[config.mk]
export PLATFORM = sky130hd
export DESIGN_NAME = ras
export DESIGN_NICKNAME = d
export VERILOG_FILES = /design/src/rtl/ras_pkg.sv /design/src/rtl/ras_upd.sv /design/src/rtl/ras.sv
export SDC_FILE = /design/constraint.sdc
export NUM_CORES = 2
export LEC_CHECK = 0
export CORE_ASPECT_RATIO = 1.25
export CORE_UTILIZATION = 55
export DETAILED_ROUTE_END_ITERATION = 16
export GPL_ROUTABILITY_DRIVEN = 0
export PLACE_DENSITY_LB_ADDON = 0.15
export SYNTH_ARGS = -nofsm -noshare
export SYNTH_HDL_FRONTEND = slang
export SYNTH_SLANG_ARGS = --single-unit
[constraint.sdc]
create_clock -name clock -period 4.35 [get_ports clock]
set_input_delay 0.87 -clock clock [delete_from_list [all_inputs] [get_ports clock]]
set_output_delay 0.87 -clock clock [all_outputs]
set_load 0.02 [all_outputs]
[src/rtl/ras_pkg.sv]
// Shared fetch-stage definitions: RAS control encoding, bundle geometry and
// the return-address helper used by the return address stack.
package ras_pkg;

   localparam int unsigned ADDR_W             = 64;
   localparam int unsigned FETCH_BUNDLE_BYTES = 32;
   localparam int unsigned RAS_DEPTH          = 16;
   localparam int unsigned RAS_PTR_W          = 4;
   localparam int unsigned RAS_CKPT_W         = RAS_PTR_W + RAS_PTR_W + 1;

   localparam logic [1:0] RAS_NONE    = 2'b00;
   localparam logic [1:0] RAS_PUSH    = 2'b01;
   localparam logic [1:0] RAS_POP     = 2'b10;
   localparam logic [1:0] RAS_POPPUSH = 2'b11;

   // Checkpoint width for a given pointer width: {tos, count}.
   function automatic int unsigned ckpt_w(input int unsigned ptr_w);
      return ptr_w + ptr_w + 1;
   endfunction

   // Return address of a call in slot pos of the bundle at pc; wraps mod 2^64.
   function automatic logic [ADDR_W-1:0] push_addr(input logic [ADDR_W-1:0] pc,
                                                   input logic [2:0]        pos);
      return (pc & ~ADDR_W'(FETCH_BUNDLE_BYTES - 1)) + ADDR_W'({pos, 2'b00}) + ADDR_W'(4);
   endfunction

endpackage

[src/rtl/ras_upd.sv]
// Combinational RAS next-state function: applies one RAS action to a
// {tos, count} pair and reports the resulting stack write, if any.
module ras_upd
   import ras_pkg::*;
#(
   parameter int unsigned DEPTH = 16,
   parameter int unsigned PTR_W = 4
) (
   input  logic [PTR_W-1:0]  tos,
   input  logic [PTR_W:0]    count,
   input  logic [1:0]        ctl,
   input  logic [ADDR_W-1:0] addr,
   output logic [PTR_W-1:0]  tos_nxt,
   output logic [PTR_W:0]    count_nxt,
   output logic              we,
   output logic [PTR_W-1:0]  widx,
   output logic [ADDR_W-1:0] wdata
);

   localparam logic [PTR_W:0] COUNT_FULL = (PTR_W+1)'(DEPTH);

   always_comb begin
      tos_nxt   = tos;
      count_nxt = count;
      we        = 1'b0;
      widx      = tos;
      wdata     = addr;
      case (ctl)
         RAS_PUSH: begin
            // A push into a full stack silently overwrites the oldest entry.
            tos_nxt   = tos + PTR_W'(1);
            widx      = tos + PTR_W'(1);
            we        = 1'b1;
            count_nxt = (count == COUNT_FULL) ? count : count + (PTR_W+1)'(1);
         end
         RAS_POP: begin
            if (count != '0) begin
               tos_nxt   = tos - PTR_W'(1);
               count_nxt = count - (PTR_W+1)'(1);
            end
         end
         RAS_POPPUSH: begin
            we        = 1'b1;
            widx      = tos;
            count_nxt = (count == '0) ? (PTR_W+1)'(1) : count;
         end
         default: ;
      endcase
   end

endmodule

[src/rtl/ras.sv]
// Return address stack for the fetch stage: speculatively updated from the BTB
// prediction, restored from a per-bundle checkpoint on mispredict.
module ras
   import ras_pkg::*;
#(
   parameter int unsigned DEPTH = 16,
   parameter int unsigned PTR_W = 4
) (
   input  logic                     clock,
   input  logic                     reset_n,
   input  logic                     pred_vld_i,
   input  logic [ADDR_W-1:0]        pc_f0_i,
   input  logic [2:0]               br_pos_i,
   input  logic [1:0]               ras_ctl_i,
   input  logic                     rcv_i,
   input  logic [PTR_W+PTR_W:0]     rcv_ckpt_i,
   input  logic [1:0]               rcv_ctl_i,
   input  logic [ADDR_W-1:0]        rcv_ret_addr_i,
   output logic                     ras_vld_o,
   output logic [ADDR_W-1:0]        ras_tar_o,
   output logic [PTR_W+PTR_W:0]     ras_ckpt_o
);

   logic [ADDR_W-1:0] mem [DEPTH];
   logic [PTR_W-1:0]  tos;
   logic [PTR_W:0]    count;

   logic [1:0]        pred_ctl;
   logic [ADDR_W-1:0] pred_addr;

   logic [PTR_W-1:0]  p_tos,   r_tos,   n_tos;
   logic [PTR_W:0]    p_cnt,   r_cnt,   n_cnt;
   logic              p_we,    r_we,    n_we;
   logic [PTR_W-1:0]  p_widx,  r_widx,  n_widx;
   logic [ADDR_W-1:0] p_wdata, r_wdata, n_wdata;

   assign pred_ctl  = pred_vld_i ? ras_ctl_i : RAS_NONE;
   assign pred_addr = push_addr(pc_f0_i, br_pos_i);

   // Speculative update from the current prediction.
   ras_upd #(.DEPTH(DEPTH), .PTR_W(PTR_W)) u_pred (
      .tos       (tos),
      .count     (count),
      .ctl       (pred_ctl),
      .addr      (pred_addr),
      .tos_nxt   (p_tos),
      .count_nxt (p_cnt),
      .we        (p_we),
      .widx      (p_widx),
      .wdata     (p_wdata)
   );

   // Recovery: restore the checkpoint, then re-apply the branch's true action.
   ras_upd #(.DEPTH(DEPTH), .PTR_W(PTR_W)) u_rcv (
      .tos       (rcv_ckpt_i[PTR_W+PTR_W:PTR_W+1]),
      .count     (rcv_ckpt_i[PTR_W:0]),
      .ctl       (rcv_ctl_i),
      .addr      (rcv_ret_addr_i),
      .tos_nxt   (r_tos),
      .count_nxt (r_cnt),
      .we        (r_we),
      .widx      (r_widx),
      .wdata     (r_wdata)
   );

   // Recovery wins; the same-cycle prediction is on a path being flushed.
   always_comb begin
      n_tos   = p_tos;
      n_cnt   = p_cnt;
      n_we    = p_we;
      n_widx  = p_widx;
      n_wdata = p_wdata;
      if (rcv_i) begin
         n_tos   = r_tos;
         n_cnt   = r_cnt;
         n_we    = r_we;
         n_widx  = r_widx;
         n_wdata = r_wdata;
      end
   end

   always_ff @(posedge clock or negedge reset_n) begin
      if (!reset_n) begin
         tos   <= '0;
         count <= '0;
         for (int unsigned i = 0; i < DEPTH; i++) begin
            mem[PTR_W'(i)] <= '0;
         end
      end else begin
         tos   <= n_tos;
         count <= n_cnt;
         if (n_we) begin
            mem[n_widx] <= n_wdata;
         end
      end
   end

   assign ras_vld_o  = (count != '0);
   assign ras_tar_o  = ras_vld_o ? mem[tos] : '0;
   assign ras_ckpt_o = {tos, count};

endmodule
* Word-level counts from Yosys, hierarchy flattened *
Index checks and enable logic that the tools add are counted.

storage, ports and cells
  input bits = 148
  logic and storage cells = 84
  register bits after elaboration = 1033

cells by class
  $lt $le $gt $ge = 3
  bitwise logic cells = 2
  mux-type cells = 29
  reductions and logical operators = 11
  eq/ne operators = 11
  $add $sub $neg = 10

operators with widths
  cell                     number
  $bwmux W1024             1
  $mux W64                 5
  $bmux W64 S4             1
  $demux W64 S4            1
  $add A64 B3 Y64 const B  1
  $add A64 B5 Y64          1
  $mux W5                  7
  $pmux W5 S3              2
  $mux W4                  6
  $pmux W4 S2              2
  $add A5 B1 Y5 const B    2
  $eq A5 B5 Y1 const B     2
  $ge A5 B5 Y1 const B     2
  $logic_not A5 Y1         2
  $not A4 Y5               2
  $reduce_bool A5 Y1       2
  $sub A5 B1 Y5 const B    2
  $add A4 B1 Y4 const B    2
  $eq A2 B2 Y1 const B     4
  $sub A4 B1 Y4 const B    2
  $ne A3 B3 Y1 const B     2
  $lt A5 B1 Y1 const B     1
  $eq A2 B1 Y1 const B     2
  $reduce_and A4 Y1        1
  other kinds (8)          11

* Logic depth before layout (Yosys ltp) *
  word-level depth = 10
  mapped depth = 13
  gate-level depth less buffers = 10

* By module *
Synthesis repeated with hierarchy kept, for this count alone.

second synthesis, totals
  cell total of the unflattened synthesis = 4585
  area, all modules = 48201.2 um^2

modules (own cells, without submodules)
  module   area each (um^2)  cells an instance  sequential area each (um^2)  times used
  ras      45869.0           4259               25849.8                      1
  ras_upd  1166.1            163                0.0                          2

* Least setup slack after synthesis *
OpenSTA, ideal clock, no wires.

  path type = register to register
  start = register tos[0]
  end = register mem[628] in the netlist's numbering
  cell stages (with the launch flop) = 14
  data required time = 4.276 ns
  slack = 0.377 ns
  arrival time = 3.898 ns
  path buffers = 5
  period minus slack after synthesis = 3.973 ns
  cells stage by stage = dfrtp_1 clkbuf_1 buf_1 clkbuf_1 inv_1 ha_1 and4b_1 a211oi_1 nor3_1 o21ai_1 clkbuf_1 buf_1 nand2_1 o21ai_2

on the way
  longest elaborated chain between the ends = 9
  elaborated cells on any way between the ends = 10

RTL lines
  what                                                                RTL line       source
  start: declaration                                                  ras.sv:25      logic [PTR_W-1:0] tos;
  start signal: assignment                                            ras.sv:90      tos <= n_tos;
  $add A4 B1 Y4                                                       ras_upd.sv:32  widx = tos + PTR_W'(1);
  $mux W4 *                                                           ras_upd.sv:28  case (ctl)
  $mux W4 *                                                           ras.sv:73      if (rcv_i) begin
  $not A4 Y5 (implied by the code) *                                  ras.sv:93      mem[n_widx] <= n_wdata;
  $ge A5 B5 Y1 (implied by the code) or $lt A5 B1 Y1 (tied branches)  ras.sv:93
  $logic_and A1 B1 Y1 (implied by the code)                           ras.sv:93
  $mux W64 (implied by the code)                                      ras.sv:93
  $demux W64 S4 *                                                     ras.sv:93
  $bwmux W1024 *                                                      ras.sv:93
  end signal: indexed assignment                                      ras.sv:93
  end: declaration                                                    ras.sv:24      logic [ADDR_W-1:0] mem [DEPTH];

Every way passes the cells marked *; elsewhere a longest branch is shown, timed or not.
A chain may end at the register's enable or synchronous reset.

* Final worst setup path *
  start = register tos[0]
  end = output ras_tar_o[55]

on the way
  longest elaborated chain between the ends = 5

RTL lines
  what                                         RTL line   source
  $not A4 Y5 (implied by the code)             ras.sv:99  assign ras_tar_o = ras_vld_o ? mem[tos] : '0;
  $bmux W64 S4                                 ras.sv:99
  $mux W64 (implied by the code) (2 in a row)  ras.sv:99
  $mux W64                                     ras.sv:99
  end: declaration                             ras.sv:20  output logic [ADDR_W-1:0] ras_tar_o,

No other way between the ends. The select of a mux whose other input is x is not followed.

==> metrics.txt <==
status=finished, final reports clean; YS warnings=0; overall power=0.03517 W; layout cell share with drive strength beyond 1=16.40%; drt first-iter violations=2882; synth unique cells=64; die span in x=265.0 µm; post-route ant nets=0; FF+latch area=25860 µm²; Vias=34420; Max Buffers Root-to-Sink=3; PortBufs=216; max-slew violations=0; min Tclk post-route=4.286 ns; Fin. Hold Viols=0; GR Overflow Total=0; dpl cells=5500; DR WL/cell=23.43 µm; GR Util All Layers=31.53%; root buffer selected by CTS=clkbuf_16; final non-filler cell total=5695; slowest cell on the critical path=mux4_2; DRT Wirelength=133.5 mm; # fillers=6687; endpoints failing setup=0; initial antenna violation count=4; Syn Inst Count=4367; final-stage net count=4682; clock latency at the later pin of the worst-skew pair=0.68 ns; Max Cap Viol=0; CP delay by family, top=multiplexers; crit-path max cell delay=0.55 ns; synthesized flop and latch total=1033; Max H-tree Level=3; CTS buffer count=103; diode count=0; sequential fraction of the synthesis area=54.36%; cell-by-cell trace of the critical path=buf_12, buf_12, buf_4, mux4_2, mux4_2, nor2b_1, clkdlybuf4s50_1; IO Count=222; Multi-input gate area=20370 µm²; most common cell in the netlist=nand2_1; detailed placement HPWL=83.13 mm; Yosys top cell area share=54.36%; die area=87650 µm²; clk_skew=0.01894 ns; WP data arrival=3.42 ns; Post-synth EDFFs=0; Crit. End Element=primary output; Critical R2R Launch=tos[0]; TNS Setup=0 ns; Post-synth top flop=dfrtp_1; worst hold path type=input port to async pin; Site Rows=120; first-pass GRT wire length=209.3 mm; r2r endpoint=mem[465]; Die Y=330.7 µm; Peak Freq=233.3 MHz; TritonRoute pass-1 iters=5; Async SR Flop Fraction=100.0%; Slew headroom=15.69%; vias in the first global route=34730; Crit Path Category=flop to primary output; r2r worst-path depth=12; post-synth top area cell=dfrtp_1; Area Growth Syn to Fin=17.50%; CTS hold repair buffers=0; crit share post-route=98.52%; Hold Slack=0.2267 ns; CP Buf/Inv Count=4; clock slew at reported path FFs=0.06 ns; initial core utilization=55.56%; dpl cell area=52270 µm²; CTS tree=built; CP Max Fanout=11; maximum vdd drop=0.4629 mV; Synth Net Count=4531; P_leak=24.81 nW; # DRC=0; Avg Cell Area, Syn=10.89 µm²; CP required=3.48 ns; Final Instance Area=55870 µm²; vias per cell=6.044; Synth top cells by count=nand2_1 (1059), dfrtp_1 (1033), o21ai_0 (955), clkbuf_1 (340), mux4_2 (320); crit start category=flop; Reg2Reg Setup Slack=0.55 ns; synthesized area=47550 µm²; Core Area=85580 µm²; largest net degree at the start of global routing=121; Pwr per Cell Area=629.4 nW/µm²; Worst Max-Slew Pin Slew=1.255 ns; # clock sinks=1033; main area contributors after synthesis=dfrtp_1 (54%), mux4_2 (15%), o21ai_0 (10%), nand2_1 (8.4%), clkbuf_1 (2.7%)
placed cells by master (no fill, tap or decap), drive strengths merged, types with 34 or more instances in the layout:
cell           count
nand2           1059
dfrtp           1033
o21ai           1028
mux4             320
buf              217
clkdlybuf4s50    202
clkbuf           152
nor2b             67
mux2i             43
xnor2             41
a21oi             34
nand3             34
layer usage:
| metal | GRT usage, % | share of wire (%) |
|---|---|---|
| met5 | 0 | 0.019 |
| met4 | 7.879 | 2.2 |
| met3 | 5.821 | 7.1 |
| met2 | 51.97 | 48 |
| met1 | 43.72 | 42 |
registers in the layout, indices dropped and copies added, names as in the netlist:
name / count
count: 5
tos: 4
mem: 1024
worst max-delay path by stage:
stage	from	endpoint	slack [ns]	cells after the start
3_3_place_gp	rcv_ctl_i[1]	mem[465]	0.13	11
6_report	tos[0]	ras_tar_o[55]	0.06	7
3_5_place_dp	br_pos_i[0]	mem[362]	0.08	9
5_1_grt	tos[0]	ras_tar_o[36]	-0.002	7
4_1_cts	tos[0]	ras_tar_o[38]	0.007	7
2_1_floorplan	tos[0]	mem[628]	0.38	13
report_power, final:
group / switching [W] / internal [W] / leakage, nW
sequential: 0.00219 / 0.0138 / 13.3
clock: 0.00379 / 0.00516 / 1.66
combinational: 0.00481 / 0.00547 / 9.87
total: 0.0108 / 0.0244 / 24.8
cell families (layout without fill, tap and decap cells):
logic type | count (synthesis) | count (layout) | synth area share, %
flops | 1033 | 1033 | 54.36
simple gates | 1335 | 1335 | 11.90
xor+xnor | 58 | 58 | 1.068
buf+inv | 409 | 639 | 3.268
fa+ha+maj | 16 | 16 | 0.4210
mux | 364 | 364 | 16.08
compound gates | 1152 | 1152 | 12.90
cell type report:
class	count	share of cell area, %
multi-input cells	2925	36.46
inverters	22	0.1500
clock inverters	33	0.6382
flip-flops and latches	1033	46.29
clock buffers	151	5.406
well taps	1098	2.459
repair buffers	433	8.599
stage by stage:
step / utilization (%) / setup slack [ns]
global placement: 61.07 / 0.1317
CTS: 65.21 / 0.006803
global route: 65.29 / -0.001867
floorplan: - / 0.3773
finish: 65.29 / 0.06441
detailed placement: 61.07 / 0.08091
what timing repair did:
action / in CTS / in global routing
resized for setup: 2 / 14
gates cloned: 1 / 1
setup buffers: 9 / 0
endpoints found under the setup margin: 56 / 13
No activity file was read; power rests on OpenSTA's default activity.
